==> src/rtl/lb_interval_timer.sv <==
// -----------------------------------------------------------------------------
// lb_interval_timer
//
// Programmable interval timer wrapped around a chain of 4-bit up/down counter
// slices. It captures the period, direction and mode at start, steps the count
// once per SP tick, detects the terminal count, then either reloads
// (auto-reload) or stops in DONE (one-shot). It emits a one-cycle terminal
// pulse and reports BUSY/DONE status.
//
// Parameters:
//   WIDTH  counter width in bits; a multiple of 4 in 4..32 (WIDTH/4 slices)
//   GSR    "ENABLED" or "DISABLED"; selects whether the device global
//          set/reset net also clears the block. The global nets live outside
//          this block, so inside it CD is the only clear source.
//
// Ports:
//   CK     in   clock; all state updates on the rising edge
//   CD     in   asynchronous active-high clear
//   START  in   start/restart request (ignored while running)
//   STOP   in   abort request; has priority over START
//   MODE   in   0 = one-shot, 1 = auto-reload (captured at start)
//   DIR    in   1 = count up, 0 = count down (captured at start)
//   SP     in   count-enable tick; one step per edge with SP=1
//   D      in   period value (captured at start)
//   Q      out  current count, registered
//   CO     out  terminal-count pulse, registered, one CK cycle wide
//   BUSY   out  high while running
//   DONE   out  high after a one-shot period has expired
// -----------------------------------------------------------------------------
module lb_interval_timer #(
  parameter int    WIDTH = 16,
  parameter string GSR   = "ENABLED"
) (
  input  logic             CK,
  input  logic             CD,
  input  logic             START,
  input  logic             STOP,
  input  logic             MODE,
  input  logic             DIR,
  input  logic             SP,
  input  logic [WIDTH-1:0] D,
  output logic [WIDTH-1:0] Q,
  output logic             CO,
  output logic             BUSY,
  output logic             DONE
);

  localparam int SLICES = WIDTH / 4;

  // Elaboration-time guards on the parameter values.
  if ((WIDTH % 4) != 0 || WIDTH < 4 || WIDTH > 32) begin : g_bad_width
    $error("lb_interval_timer: WIDTH must be a multiple of 4 in 4..32");
  end
  if (!(GSR == "ENABLED" || GSR == "DISABLED")) begin : g_bad_gsr
    $error("lb_interval_timer: GSR must be \"ENABLED\" or \"DISABLED\"");
  end

  typedef enum logic [1:0] {
    S_IDLE = 2'd0,
    S_RUN  = 2'd1,
    S_DONE = 2'd2
  } state_t;

  state_t           state_r, state_n;
  logic [WIDTH-1:0] q_r, q_n;
  logic [WIDTH-1:0] per_r, per_n;
  logic             mode_r, mode_n;
  logic             dir_r, dir_n;
  logic             co_r, co_n;

  // ---------------------------------------------------------------------------
  // Slice chain: WIDTH/4 nibbles, each stepping by its carry/borrow-in, with
  // the carry-in of slice 0 tied high. The final borrow-out of a down count is
  // set only when the whole count is 0, which is the down terminal condition.
  // ---------------------------------------------------------------------------
  logic [WIDTH-1:0] q_step;
  logic             chain_c;
  logic [3:0]       nib;

  always_comb begin
    // NOTE: chain_c and nib are combinational temporaries reused across loop
    // iterations, so blocking assignments are required for the ripple to work.
    chain_c = 1'b1;
    nib     = '0;
    q_step  = '0;
    for (int i = 0; i < SLICES; i++) begin
      nib = q_r[4*i +: 4];
      if (dir_r) begin
        {chain_c, nib} = {1'b0, nib} + 5'(chain_c);
      end else begin
        {chain_c, nib} = {1'b0, nib} - 5'(chain_c);
      end
      q_step[4*i +: 4] = nib;
    end
  end

  // Up counts terminate on the captured period; down counts on chain borrow.
  logic at_term;
  assign at_term = dir_r ? (q_r == per_r) : chain_c;

  // ---------------------------------------------------------------------------
  // State register
  // ---------------------------------------------------------------------------
  always_ff @(posedge CK or posedge CD) begin
    if (CD) begin
      state_r <= S_IDLE;
      q_r     <= '0;
      per_r   <= '0;
      mode_r  <= 1'b0;
      dir_r   <= 1'b0;
      co_r    <= 1'b0;
    end else begin
      // NOTE: all registered state uses non-blocking assignments so every
      // register samples the pre-edge values, independent of statement order.
      state_r <= state_n;
      q_r     <= q_n;
      per_r   <= per_n;
      mode_r  <= mode_n;
      dir_r   <= dir_n;
      co_r    <= co_n;
    end
  end

  // ---------------------------------------------------------------------------
  // Next-state / next-count logic
  // ---------------------------------------------------------------------------
  always_comb begin
    // NOTE: every output of this block gets a default first; a path that
    // leaves one unassigned would otherwise infer a latch.
    state_n = state_r;
    q_n     = q_r;
    per_n   = per_r;
    mode_n  = mode_r;
    dir_n   = dir_r;
    co_n    = 1'b0;

    case (state_r)
      S_IDLE, S_DONE: begin
        if (STOP) begin
          state_n = S_IDLE;
        end else if (START) begin
          per_n   = D;
          mode_n  = MODE;
          dir_n   = DIR;
          q_n     = DIR ? '0 : D;
          state_n = S_RUN;
        end
      end

      S_RUN: begin
        if (STOP) begin
          // Abort wins even over a terminal step: no pulse, count frozen.
          state_n = S_IDLE;
        end else if (SP) begin
          if (at_term) begin
            co_n = 1'b1;
            if (mode_r) begin
              q_n = dir_r ? '0 : per_r;
            end else begin
              state_n = S_DONE;
            end
          end else begin
            q_n = q_step;
          end
        end
      end

      default: state_n = S_IDLE;
    endcase
  end

  assign Q    = q_r;
  assign CO   = co_r;
  assign BUSY = (state_r == S_RUN);
  assign DONE = (state_r == S_DONE);

endmodule

==> config.mk <==
export PLATFORM = sky130hd
export DESIGN_NAME = lb_interval_timer
export DESIGN_NICKNAME = d
export VERILOG_FILES = /design/src/rtl/lb_interval_timer.sv
export SDC_FILE = /design/constraint.sdc
export NUM_CORES = 1
export LEC_CHECK = 0
export ABC_AREA = 1
export BUFFER_PORTS_ARGS = -buffer_cell sky130_fd_sc_hd__buf_2
export CAP_MARGIN = 5
export CORE_MARGIN = 10
export CORE_UTILIZATION = 50
export CTS_BUF_LIST = sky130_fd_sc_hd__clkbuf_8
export DETAILED_ROUTE_END_ITERATION = 12
export GPL_TIMING_DRIVEN = 1
export PLACE_DENSITY = 0.72
export SETUP_SLACK_MARGIN = 0.4
export SYNTH_ARGS = -nofsm -noshare
export SYNTH_HDL_FRONTEND = slang
export SYNTH_SLANG_ARGS = --single-unit
==> constraint.sdc <==
create_clock -name CK -period 9.3 [get_ports CK]
set_input_delay 1.86 -clock CK [delete_from_list [all_inputs] [get_ports CK]]
set_output_delay 1.86 -clock CK [all_outputs]
set_load 0.02 [all_outputs]
* Yosys cells after proc, flatten, opt, wreduce, memory -nomap -nowiden *
Cells that the tools add are included.

word-level totals
  bits in registers = 37
  latch bits = 0
  memory bits (writable) = 0
  ROM bits = 0
  input port bits = 23
  output and inout port bits = 19
  word-level logic and storage cells = 61
  memories kept = 0

cells by class
  $add $sub $neg = 8
  multiply operators = 0
  divide/modulo/power cells = 0
  $lt $le $gt $ge = 0
  eq/ne operators = 12
  shift operators = 0
  muxes and demuxes = 28
  bitwise gates (word level) = 1
  reduce and logical (&&, ||, !) cells = 6

operators with widths
  operator               count
  $mux W16               8
  $pmux W16 S2           1
  $eq A16 B16 Y1         1
  $mux W4                4
  $sub A4 B1 Y5          3
  $mux W2                6
  $ne A3 B3 Y1 const B   4
  $add A4 B1 Y5          2
  $mux W1                8
  $ne A2 B2 Y1 const B   4
  $reduce_and A6 Y1      1
  $add A4 B1 Y5 const B  1
  $sub A4 B1 Y5 const B  1
  $add A4 B1 Y4          1
  $pmux W2 S2            1
  $reduce_and A4 Y1      1
  $ne A3 B2 Y1 const B   1
  $reduce_and A3 Y1      1
  $eq A2 B1 Y1 const B   1
  $eq A2 B2 Y1 const B   1
  $logic_not A2 Y1       1
  $reduce_bool A2 Y1     1
  $reduce_or A2 Y1       1
  $not A1 Y1             1

* Depth between registers and ports, before layout *
  depth in word-level cells = 12
  mapped depth = 25
  depth with buffers taken out = 24

* Least setup slack after synthesis *
OpenSTA, ideal clock, no wires.

  kind = reg2reg
  start point = reg q_r[1], in the netlist Q[1]
  end point = reg q_r[11], in the netlist Q[11]
  setup time = 0.065 ns
  data arrival time = 3.633 ns
  data required time = 9.235 ns
  setup slack = 5.602 ns
  stages on the path, launching flop included = 25
  path buffers = 1
  clock period less this slack = 3.698 ns
  path through = dfrtp_1 -> ha_1 -> nand2_1 -> o32ai_1 -> ha_1 -> ha_1 -> nand2_1 -> o22ai_1 -> ha_1 -> ha_1 -> nand2_1 -> o32ai_1 -> ha_1 -> ha_1 -> inv_1 -> nor2_1 -> nand3_2 -> inv_2 -> buf_2 -> nand2_1 -> nand2_1 -> nand2_1 -> nand2_1 -> nand2_1 -> nand2_1

between the ends
  longest elaborated chain between the ends = 12
  elaborated cells between the ends (all ways) = 19
  classes of those cells = add/sub: 7; eq/ne: 2; mux: 9; reduce/logical: 1

ends and longest elaborated chain
  what                                                   line    source
  start, declared                                        65      logic [WIDTH-1:0] q_r, q_n;
  start signal, assigned                                 116     q_r <= q_n;
  $sub A4 B1 Y5 / $add A4 B1 Y5 (equally long branches)  91, 89
  $mux W1                                                88      if (dir_r) begin
  $sub A4 B1 Y5 / $add A4 B1 Y5 (equally long branches)  91, 89
  $mux W1                                                88
  $sub A4 B1 Y5 / $add A4 B1 Y5 (equally long branches)  91, 89
  $mux W1                                                88
  $sub A4 B1 Y5                                          91      {chain_c, nib} = {1'b0, nib} - 5'(chain_c);
  $mux W1                                                99      assign at_term = dir_r ? (q_r == per_r) : chain_c;
  $mux W16                                               155     if (at_term) begin
  $mux W16                                               154     end else if (SP) begin
  $mux W16                                               151     if (STOP) begin
  $pmux W16 S2                                           137     case (state_r)

Parallel ways exist; a longest one is shown, timed or not. The select of a mux whose other input is x is not followed.
A chain may end at the register's enable or synchronous reset.

* Final worst setup path *
  start point = reg dir_r
  end point = reg q_r[5], in the netlist Q[5]

between the ends
  longest elaborated chain between the ends = 11
  elaborated cells between the ends (all ways) = 18
  classes of those cells = add/sub: 5; eq/ne: 1; mux: 11; reduce/logical: 1

ends and longest elaborated chain
  what                                                   line    source
  start, declared                                        68      logic dir_r, dir_n;
  start signal, assigned                                 119     dir_r <= dir_n;
  $mux W1                                                88
  $sub A4 B1 Y5 / $add A4 B1 Y5 (equally long branches)  91, 89
  $mux W1                                                88
  $sub A4 B1 Y5 / $add A4 B1 Y5 (equally long branches)  91, 89
  $mux W1                                                88
  $sub A4 B1 Y5                                          91
  $mux W1                                                99
  $mux W16                                               155
  $mux W16                                               154
  $mux W16                                               151
  $pmux W16 S2                                           137

Parallel ways exist; a longest one is shown, timed or not. The select of a mux whose other input is x is not followed.

==> impl_metrics.yaml <==
floorplan:
  fp.coreArea_mm2: 0.005172
  die_outline_height_um: 93.64
  top_level_i_o_count: 42
  start_util: 0.5242
  die-width_um: 93.64
  rows: 26
  floorplan.die_area_mm2: 0.008768
synth:
  synth_nets: 446
  ys_seq_elements: 37
  syn_avg_cell_area_um2: 6.629
  synth.yosys.warnings: 0
  synth-edff-count: 0
  post_synth_inst_count: 409
  proportion_of_synthesized_chip_area_in_sequential_cells: 0.3415
  synth-async-reset-ratio: 1.000
  mappedNetlistArea_mm2: 0.002711
  number_of_library_cell_types_mapped_by_synthesis: 33
  synth_top_flop_cell: "dfrtp_1"
drt:
  drt_iter0_markers: 109
  wl_per_cell_um: 13.20
  drtAntennaViolNets: 0
  route.vias.total: 2624
  routed_via_density: 5.075
  drc_errors: 0
  drt-pass1-iter-count: 4
  drt-total-wl_um: 6824
critical_path:
  timing.critical_path.to_type: "flip-flop"
  worst-r2r-setup-slack_ps: 4880
  setup.worst_path.start_class: "flip-flop"
  worst_r2r_startpoint: "dir_r$_DFFE_PP0P_"
  critical-path-max-stage-delay_ps: 640
  critical_path.max_fanout: 18
  critPathRequiredTime_ps: 9540
  cp_num_buf_inv: 2
  worst_r2r_path_depth: 22
  worstSetupPathType: "reg2reg"
  crit_path_cell_trace: "nand2_1 -> o32ai_1 -> ha_1 -> ha_1 -> nand2_1 -> o22ai_1 -> ha_1 -> ha_1 -> nand2_1 -> o32ai_1 -> ha_1 -> ha_1 -> inv_1 -> nor2_1 -> nand3_2 -> inv_2 -> nand2_1 -> nand2_1 -> nand2_1 -> nand2_1 -> nand2_1 -> nand2_1"
  cpMaxStageDelayCell: "dfrtp_1"
  crit_path_frequent_cell: "nand2_1"
  cp.arrival_ps: 4650
  timing.critical_path.max_delay_family: "simple AND/OR/NAND/NOR gates"
  worstReg2RegEnd: "Q[5]$_DFFE_PP0P_"
power_and_ir_drop:
  power_frac_clock: 0.175
  power_leakage_nw: 1.788
  pwr-share-comb: 0.423
  power_density_mw_per_mm2: 207.6
  p_sw_w: 0.0002786
  power_switching_share: 0.4413
  seq_power_share: 0.402
  p_int_w: 0.0003527
  ir_drop_v: 0.0001148
cts:
  cts_buffers: 5
  post-cts-setup-buffer-count: 0
  buffers_from_clock_root_to_sink_at_most: 2
  cts_resized: 0
  cts_tree: "done"
  cts_root_buf: "clkbuf_8"
  clock_tree.htree_level_count: 2
  cts.sink_count: 37
  clk_latency_ps: 300
  cts.clk_slew.worst_paths_ps: 80
  holdBufCountCts: 0
sta:
  timing.slew.headroom: 0.6228
  final-max-slew-violation-count: 0
  timing.fmax_ghz: 0.2263
  fin_worst_skew_ps: 11.55
  fin_setup_tns_ps: 0
  finalSetupViolations: 0
  timing.final.crit_period_ps: 4419
  period_share: 0.4752
  number_of_hold_violations_in_the_final_report: 0
  grt_setup_unrepaired: "no"
  postLayoutSetupSlackWorst_ps: 4881
  max_slew.worst_pin.slew_ps: 564.2
place:
  dp_worst_setup_slack_ps: 4853
  post-dp-hpwl_um: 5011
  gpl.final_weighted_congestion: 0.8914
  port-buffer-count: 41
min_path:
  holdCritPathClass: "reg2reg"
  holdPathStages: 2
  holdCritStartpoint: "state_r[1]$_DFFE_PP0P_"
  hold_worst_path_end: "state_r[1]$_DFFE_PP0P_"
global_route:
  first_pass_grt_wire_length_um: 11850
  globalRoute.totalOverflow: 0
  global_route.usage.total: 0.1640
  first_global_vias: 2563
  grt_start_max_net_pins: 38
  antenna_found_initial: 0
final_layout:
  n_antenna_cell: 0
  synthToLayoutAreaGrowth_pct: 12.18
  final_net_count: 483
  post_route_cells_drive_above_1_share: 0.1655
  layout_commonest_cell: "nand2_1"
  layout.cells.most_common_list: "nand2_1 (195), buf_2 (41), dfrtp_1 (37)"
outcome:
  run_status: "complete, no violations"
run:
  total_of_max_cap_violations: 0
-- sequential cells by signal (all words and copies together), names as in the netlist --
register,flops
CO,1
Q,16
dir_r,1
mode_r,1
per_r,16
state_r,2
-- routing by layer --
metal / global-route usage / part of all wire / vias up
li1: - / - / 1350
met2: 0.2645 / 0.46 / 85
met1: 0.2039 / 0.45 / 1181
met3: 0.04716 / 0.076 / 8
met5: 0 / 0 / -
met4: 0.05823 / 0.014 / 0
-- cells by family (layout without fill, tap and decap cells) --
| group | Yosys count | count (layout) | share of synthesized area |
|---|---|---|---|
| and+or+nand+nor | 259 | 259 | 0.3904 |
| buffers and inverters | 56 | 94 | 0.08537 |
| DFF | 37 | 37 | 0.3415 |
| AOI/OAI and AO/OA | 27 | 27 | 0.05999 |
| adders and majority gates | 14 | 14 | 0.06461 |
| xor gates and xnor gates | 9 | 9 | 0.02907 |
| muxes | 7 | 7 | 0.02907 |
-- per-stage QoR --
| step | utilization | power (W) | hold WS [ps] | instances | instance area, um2 |
|---|---|---|---|---|---|
| 4_1_cts | 0.5881 | 0.0006374 | 560.0 | 517 | 3042 |
| 2_1_floorplan | - | 0.0004484 | 485.0 | 409 | 2711 |
| 3_5_place_dp | 0.5721 | 0.0005260 | 539.0 | 509 | 2959 |
| 5_1_grt | 0.5881 | 0.0006920 | 585.9 | 517 | 3042 |
| 6_report | 0.5881 | 0.0006314 | 560.4 | 517 | 3042 |
| 3_3_place_gp | 0.5721 | 0.0005201 | 517.7 | 509 | 2959 |
-- worst max-delay path by stage --
stage | startpoint | endpoint | slack (ps) | depth (start not counted)
after CTS | dir_r$_DFFE_PP0P_ | Q[5]$_DFFE_PP0P_ | 4810 | 22
after global routing | dir_r$_DFFE_PP0P_ | Q[7]$_DFFE_PP0P_ | 4290 | 22
after detailed placement | dir_r$_DFFE_PP0P_ | Q[5]$_DFFE_PP0P_ | 4850 | 22
after global placement | dir_r$_DFFE_PP0P_ | Q[15]$_DFFE_PP0P_ | 5110 | 22
after floorplan | Q[1]$_DFFE_PP0P_ | Q[11]$_DFFE_PP0P_ | 5600 | 24
final | dir_r$_DFFE_PP0P_ | Q[5]$_DFFE_PP0P_ | 4880 | 22
-- power groups by stage --
stage / clock (W) / combinational (W) / sequential [W]
floorplan: 0 / 0.000187 / 0.000261
global placement: 0 / 0.000265 / 0.000255
detailed placement: 0 / 0.000270 / 0.000256
CTS: 0.000113 / 0.000271 / 0.000254
global route: 0.000121 / 0.000309 / 0.000262
finish: 0.000110 / 0.000267 / 0.000254
-- cell usage after synthesis (3+ instances only) --
cell type | number | area, um2
mux2_2 | 7 | 78.83
ha_1 | 14 | 175.2
nor2_1 | 25 | 93.84
xnor2_1 | 3 | 26.28
clkbuf_1 | 6 | 22.52
inv_1 | 31 | 116.4
nand4_1 | 7 | 43.79
a21oi_1 | 13 | 65.06
inv_2 | 9 | 33.78
dfrtp_1 | 37 | 925.9
o21ai_0 | 5 | 25.02
xor2_1 | 6 | 52.55
nand2_1 | 195 | 732.0
buf_2 | 6 | 30.03
nand3_1 | 24 | 120.1
-- worst reg2reg max path: cells and delay by family, from the launching register on --
kind | cells | cell delay [ps]
AND/OR/NAND/NOR | 11 | 1200
AO/OA/AOI/OAI | 3 | 900
adder cells (fa/ha/maj) | 6 | 1130
buffers and inverters | 2 | 460
flip-flops | 1 | 640
-- final cells by class --
| class | count | area (um2) |
|---|---|---|
| timing repair buffer | 45 | 235.2 |
| fill | 511 | 2131 |
| inverter | 41 | 156.4 |
| tap | 70 | 87.58 |
| clock buffer | 5 | 68.82 |
| sequential | 37 | 925.9 |
| multi-input combinational | 316 | 1554 |
| clock inverter | 3 | 13.76 |
Power figures use the tool's default switching activity.
